==> src/rtl/seg_count_gen_pkg.sv <==
// seg_pkg: shared FSM encodings and 6-digit board defaults for the segment counter
package seg_pkg;
    typedef enum logic {
        ST_PAUSE = 1'b0,
        ST_RUN   = 1'b1
    } seg_state_t;
    localparam int DEF_TICK_DIV = 2_400_000;
    localparam int DEF_DATA_W   = 20;
    localparam int DEF_MAX_VAL  = 999_999;
    localparam int DEF_DIGITS   = 6;
endpackage

==> src/rtl/seg_count_gen_tick_prescaler.sv <==
// tick_prescaler: divides sys_clk into a one-cycle step strobe every TICK_DIV enabled cycles
module tick_prescaler #(
    parameter int TICK_DIV = 2_400_000
) (
    input  logic sys_clk,
    input  logic sys_rst_n,
    input  logic en_i,
    input  logic clr_i,
    output logic tick_o
);
    localparam int CW = $clog2(TICK_DIV);
    localparam logic [CW-1:0] LAST = CW'(TICK_DIV - 1);
    logic [CW-1:0] r_cnt;
    assign tick_o = en_i && (r_cnt == LAST);
    always_ff @(posedge sys_clk or negedge sys_rst_n) begin
        if (!sys_rst_n)
            r_cnt <= '0;
        else if (clr_i || tick_o)
            r_cnt <= '0;
        else if (en_i)
            r_cnt <= r_cnt + 1'b1;
    end
endmodule

==> src/rtl/seg_count_gen.sv <==
// seg_count_gen: run/pause display counter with load, clear, up/down, signed range and wrap/saturate
module seg_count_gen
    import seg_pkg::*;
#(
    parameter int               TICK_DIV   = DEF_TICK_DIV,
    parameter int               DATA_W     = DEF_DATA_W,
    parameter int               MAX_VAL    = DEF_MAX_VAL,
    parameter int               DIGITS     = DEF_DIGITS,
    parameter logic [DIGITS-1:0] POINT_MASK = '0,
    parameter bit               SIGNED_EN  = 1'b0,
    parameter bit               SATURATE   = 1'b0
) (
    input  logic              sys_clk,
    input  logic              sys_rst_n,
    input  logic              start,
    input  logic              stop,
    input  logic              clear,
    input  logic              load,
    input  logic [DATA_W-1:0] load_val,
    input  logic              load_sign,
    input  logic              dir_down,
    output logic [DATA_W-1:0] data,
    output logic [DIGITS-1:0] point,
    output logic              en,
    output logic              sign,
    output logic              running,
    output logic              wrap_p
);
    localparam logic [DATA_W-1:0] MAXV = DATA_W'(MAX_VAL);
    seg_state_t        r_state;
    logic [DATA_W-1:0] r_data;
    logic [DIGITS-1:0] r_point;
    logic              r_en;
    logic              r_sign;
    logic              r_running;
    logic              r_wrap;
    logic              w_tick;
    logic              w_up;
    logic              w_grow;
    logic              w_lim;
    logic              w_nxt_sign;
    logic [DATA_W-1:0] w_nxt_data;
    logic [DATA_W-1:0] w_load_mag;

    tick_prescaler #(.TICK_DIV(TICK_DIV)) u_presc (
        .sys_clk  (sys_clk),
        .sys_rst_n(sys_rst_n),
        .en_i     (r_state == ST_RUN),
        .clr_i    (clear || load),
        .tick_o   (w_tick)
    );

    assign w_up       = !dir_down;
    assign w_load_mag = (load_val > MAXV) ? MAXV : load_val;

    // In sign-magnitude the step either grows or shrinks the magnitude; zero going down grows into -1.
    always_comb begin
        w_grow     = SIGNED_EN ? ((w_up && !r_sign) || (!w_up && (r_sign || r_data == '0))) : w_up;
        w_lim      = SIGNED_EN ? (w_grow && r_data == MAXV) : (w_up ? r_data == MAXV : r_data == '0);
        w_nxt_data = w_lim ? (SATURATE ? r_data : ((SIGNED_EN || !w_up) ? MAXV : '0))
                           : (w_grow ? r_data + 1'b1 : r_data - 1'b1);
        w_nxt_sign = !SIGNED_EN ? 1'b0
                   : w_lim      ? (SATURATE ? r_sign : w_up)
                   : w_grow     ? !w_up
                   : (r_data == DATA_W'(1)) ? 1'b0 : r_sign;
    end

    always_ff @(posedge sys_clk or negedge sys_rst_n) begin
        if (!sys_rst_n) begin
            r_state   <= ST_PAUSE;
            r_running <= 1'b0;
            r_data    <= '0;
            r_sign    <= 1'b0;
            r_point   <= '0;
            r_en      <= 1'b0;
            r_wrap    <= 1'b0;
        end else begin
            r_en    <= 1'b1;
            r_point <= POINT_MASK;
            r_wrap  <= 1'b0;
            if (stop) begin
                r_state   <= ST_PAUSE;
                r_running <= 1'b0;
            end else if (start) begin
                r_state   <= ST_RUN;
                r_running <= 1'b1;
            end
            if (clear) begin
                r_data <= '0;
                r_sign <= 1'b0;
            end else if (load) begin
                r_data <= w_load_mag;
                r_sign <= SIGNED_EN && load_sign && (w_load_mag != '0);
            end else if (w_tick) begin
                r_data <= w_nxt_data;
                r_sign <= w_nxt_sign;
                r_wrap <= w_lim;
            end
        end
    end

    assign data    = r_data;
    assign sign    = r_sign;
    assign point   = r_point;
    assign en      = r_en;
    assign running = r_running;
    assign wrap_p  = r_wrap;
endmodule

==> config.mk <==
export PLATFORM = sky130hd
export DESIGN_NAME = seg_count_gen
export DESIGN_NICKNAME = d
export VERILOG_FILES = /design/src/rtl/seg_count_gen_pkg.sv /design/src/rtl/seg_count_gen_tick_prescaler.sv /design/src/rtl/seg_count_gen.sv
export SDC_FILE = /design/constraint.sdc
export NUM_CORES = 1
export LEC_CHECK = 0
export CAP_MARGIN = 30
export CORE_AREA = 3 3 106 108
export DETAILED_ROUTE_END_ITERATION = 16
export DIE_AREA = 0 0 109 111
export HOLD_SLACK_MARGIN = 0.08
export PLACE_DENSITY_LB_ADDON = 0.1
export REMOVE_ABC_BUFFERS = 1
export SLEW_MARGIN = 20
export SYNTH_ARGS = -nofsm -noshare
export SYNTH_HDL_FRONTEND = slang
export SYNTH_HIERARCHICAL = 1
export SYNTH_SLANG_ARGS = --single-unit
==> constraint.sdc <==
create_clock -name sys_clk -period 3.1 [get_ports sys_clk]
set_input_delay 0.31 -clock sys_clk [delete_from_list [all_inputs] [get_ports sys_clk]]
set_output_delay 0.31 -clock sys_clk [all_outputs]
set_load 0.01 [all_outputs]
; ---- After elaboration in Yosys (flattened, before gate mapping)
; Cells that the tools add are included.
[word_totals]
ff_bits = 46
inputBits = 28
out_inout_bits = 30
[classes]
n_addsub = 3
order_cmp = 1
n_eq_ne = 2
n_mux = 18
n_reduce_logical = 7
[op_table]
columns = op, n
row1 = 20-bit two-way mux, 7
row2 = 22-bit two-way mux, 2
row3 = "22-bit by 1-bit adder with 22-bit output, second input constant", 1
row4 = "22-bit equality test, second input constant", 1
row5 = "20-bit by 1-bit adder with 20-bit output, second input constant", 1
row6 = "20-bit equality test, second input constant", 1
row7 = "20-bit greater-than comparator, second input constant", 1
row8 = 20-bit logical NOT, 1
row9 = "20-bit by 1-bit subtractor with 20-bit output, second input constant", 1
row10 = 1-bit two-way mux, 9
row11 = 2-bit nonzero test, 2
row12 = 3-bit nonzero test, 1
row13 = 1-bit logical OR, 2
row14 = 1-bit logical AND, 1

; ---- Longest topological paths before layout
[depth]
depth_word = 6
depth_mapped = 12
ltp_nobuf = 10

; ---- Modules after synthesis
; Netlist, hierarchy kept.
[modules_own_cells]
columns = module, n_inst, cells_per_inst, area_each_um2, seq_area_each_um2
row1 = seg_count_gen, 1, 305, 2427.3, 575.6
row2 = tick_prescaler, 1, 116, 1197.4, 550.5

; ---- Least setup slack after synthesis
; OpenSTA, ideal clock, no wires.
[synth_timing]
kind = reg2reg
from = reg u_presc.r_cnt[0]
to = reg r_data[10] (netlist: data[10])
arrival_ns = 2.233
slack_ns = 0.784
stages_incl_launch_ff = 12
n_path_buf = 2
period_less_slack_ns = 2.316
path_cell_list = dfrtp_1 > ha_1 > and4_1 > buf_6 > nand2_4 > nor4_1 > buf_2 > inv_1 > or2_2 > a21oi_2 > nand2_1 > o21ai_0
[synth_via]
elab_chain_cells = 3
[synth_rtl]
columns = element, line_no
row1 = start: declaration, seg_count_gen_tick_prescaler.sv:13  ; logic [CW-1:0] r_cnt;
row2 = start signal: assignment, seg_count_gen_tick_prescaler.sv:21  ; r_cnt <= r_cnt + 1'b1;
row3 = 22-bit equality test, seg_count_gen_tick_prescaler.sv:14  ; assign tick_o = en_i && (r_cnt == LAST);
row4 = 1-bit logical AND, seg_count_gen_tick_prescaler.sv:14
row5 = named net w_tick, seg_count_gen.sv:37  ; logic w_tick;
row6 = 3-bit nonzero test (no source line), n/a
row7 = end signal: assignment, seg_count_gen.sv:92  ; r_data <= w_load_mag;
row8 = end signal: assignment, seg_count_gen.sv:95  ; r_data <= w_nxt_data;
row9 = end: declaration, seg_count_gen.sv:31  ; logic [DATA_W-1:0] r_data;
; The timed path passes the listed nets, and every way through them passes these cells.
; A chain may end at the register's enable or synchronous reset.

; ---- Final worst setup path
[layout_timing]
from = reg u_presc.r_cnt[14]
to = reg r_data[12] (netlist: data[12])
; The elaborated chain is that of the path after synthesis.

==> run summary <==
Vias: 3389
Mapped Cells: 421
Synth async-reset ratio: 100%
TritonCTS Buffers: 5
Average wire per standard cell: 16.9 µm
Initial Utilization: 35.1%
RR Endpoint: data[12]
Critical path arrival: 2.85 ns
Layout cell share with drive strength beyond 1: 10.6%
Synth area leaders: dfrtp_1, ha_1, nor2_1
Final Hold Viols: 0
Final Cell Area: 4440 µm²
Metal1 wirelength: 4660 µm
Slew at the pin closest to its max-slew limit: 0.698 ns
R2r startpoint: u_presc/r_cnt[14]
CTS sink cnt: 45
CTS tree: done
Worst Hold End: r_state
Minimum clock period: 2.63 ns
First-pass GRT wire length: 16800 µm
Drt drc: 0
PD cells: 394 nW/µm²
Outcome: completed
Synth cell count leaders: nor2_1, dfrtp_1, a21oi_1
Setup crit start kind: flip-flop
Buffers and inverters on the worst path: 2
First drt pass iteration count: 4
YS warnings: 6
Highest metal used: met4
WHS: 0.514 ns
Crit path capture type: flip-flop
Post-CTS setup buffers: 0
Highest clock rate: 380 MHz
GRT Overall Usage: 17.3%
LEAKAGE: 1.84 nW
Total chip power: 1.75 mW
Setup TNS: 0 ns
Synth top area share: 31.1%
Maxcap violations: 0
RSZ-0062 raised after global routing: no
Area of the core: 10300 µm²
WL met3: 374 µm
CTS root buffer: clkbuf_8
Placer Congestion: 0.878
Hold path start: stop
Peak supply drop: 0.204 mV
Setup skew after layout: 0.0159 ns
Nets@finish: 528
Synth area leader: dfrtp_1
Critical path depth in cells: 9
Clk_lat worst skew: 0.31 ns
Top-count cell post-synth: nor2_1
Endpoints failing setup: 0
Ys flop type: dfrtp_1
Avg Cell Area, Syn: 8.61 µm²
Antenna violations before repair: 0
Ant diodes: 0
DIE HEIGHT: 111 µm
Layout area overhead: 22.5%
CP required: 3.32 ns
CP top delay family: simple AND/OR/NAND/NOR gates
CP Max Fanout: 6
CTS resizes: 0
Largest net degree at the start of global routing: 29
Placed wire-length estimate: 7760 µm
Die ar.: 12100 µm²
Grt total ovfl: 0
Cell variety after synth: 67
Mapped cell area: 3620 µm²
Ports: 58
Fill count: 1031
DP Area: 4290 µm²
Seq/Total Area, Yosys: 31.1%
WL final: 10400 µm
CTS max path bufs: 2
Fin. max-slew vios: 0
Post-route ant nets: 0
FF+latch count, synth: 45
DR iter-0 viols: 175
Final worst-path cycle share: 84.9%
H-tree depth: 2
Die W: 109 µm
Vias in the first global route: 3309
Hold_buf cts: 1
Met2 WL: 5230 µm
Worst-path cell chain: nor4b_1 > nand3b_1 > nor4_2 > buf_4 > inv_1 > or2_2 > a21oi_2 > nand2_1 > o21ai_0
FP Rows: 37
WHS Path Cells: 2
Flop-to-flop setup slack: 0.47 ns
Max_slew headroom: 53.5%
Routed vias/inst: 5.49
Crit-path max cell delay: 0.45 ns
Slowest cell on crit path: dfrtp_1
IO Port Bufs: 49
Critical path class: flip-flop to flip-flop
Number of flops mapped to enable cells by yosys: 0
Worst hold path type: input port to flip-flop
Worst reg-to-reg path cell count: 9
Clock-pin slew on the worst setup and hold paths: 0.11 ns
placed cells by master, fill, tap and decap left out, drive strengths merged, types with 3 or more instances in the layout:
cell type,n
and3,5
nand3,12
conb,8
a211oi,3
nor3,7
nand4,13
o22ai,3
and4,6
nand3b,3
a21o,4
a31o,3
a21oi,38
nor3b,6
buf,20
xor2,15
o31ai,4
nor2,56
o41ai,4
a22oi,6
clkdlybuf4s50,48
xnor2,12
ha,19
mux2i,4
a31oi,4
nand2,33
clkbuf,5
o21ai,27
or3,9
o211ai,5
and2,6
nor4,8
dfrtp,45
inv,9
nand2b,3
state kept, by name, summed over array words and instances, names as in the netlist:
signal and cells:
u_presc/r_cnt 22, data 20, en 1, r_state 1, wrap_p 1
report_power, final:
| part | total (mW) | switching, mW | internal (mW) |
|---|---|---|---|
| Clock | 0.564 | 0.238 | 0.325 |
| Sequential | 0.652 | 0.0407 | 0.611 |
| Combinational | 0.533 | 0.286 | 0.247 |
| Total | 1.75 | 0.565 | 1.18 |
per-layer routing:
| metal | track usage, % | vias to the layer above |
|---|---|---|
| met2 | 29.6 | 79 |
| met4 | 5.56 | 0 |
| met5 | 0 | - |
| li1 | - | 1657 |
| met1 | 22.3 | 1642 |
| met3 | 2.33 | 11 |
logic make-up after synthesis:
| logic type | share of synthesized area (%) |
|---|---|
| AND/OR/NAND/NOR | 26.0 |
| AO/OA/AOI/OAI | 22.4 |
| flip-flops | 31.1 |
| buffers and inverters | 5.56 |
| XOR/XNOR | 6.52 |
| adder cells (fa/ha/maj) | 7.11 |
| multiplexers | 1.10 |
| other | 0.207 |
worst max-delay path by stage:
stage               endpoint         startpoint  slack [ns]
global placement    data[16]           dir_down        0.22
detailed placement  data[16]           dir_down        0.22
global route        data[10]  u_presc/r_cnt[14]        0.24
floorplan           data[19]   u_presc/r_cnt[0]       -0.03
finish              data[12]  u_presc/r_cnt[14]        0.47
CTS                 data[12]  u_presc/r_cnt[14]        0.44
stage by stage:
| step | setup WS (ns) | util, % | instances |
|---|---|---|---|
| after floorplan | -0.0311 | - | 404 |
| after global placement | 0.216 | 41.6 | 608 |
| after global routing | 0.239 | 43.0 | 617 |
| final | 0.468 | 43.0 | 617 |
| after detailed placement | 0.219 | 41.6 | 608 |
| after CTS | 0.441 | 43.0 | 617 |
layout make-up:
class                           instances  area, µm²  share of cell area (%)
Sequential cell                        45       1130                    25.4
Inverter                                8       30.0                   0.676
Timing Repair Buffer                   69        651                    14.7
Clock inverter                          3       68.8                    1.55
Clock buffer                            5       68.8                    1.55
Multi-Input combinational cell        351       2330                    52.4
Tap cell                              136        170                    3.83
worst register-to-register path: cells and delay by family (launching register included):
kind | cells | cell delay [ns]
simple gates | 5 | 1.41
flops | 1 | 0.45
buf+inv | 2 | 0.20
compound gates | 2 | 0.49
Note: power is estimated with default switching activity, not from simulation.
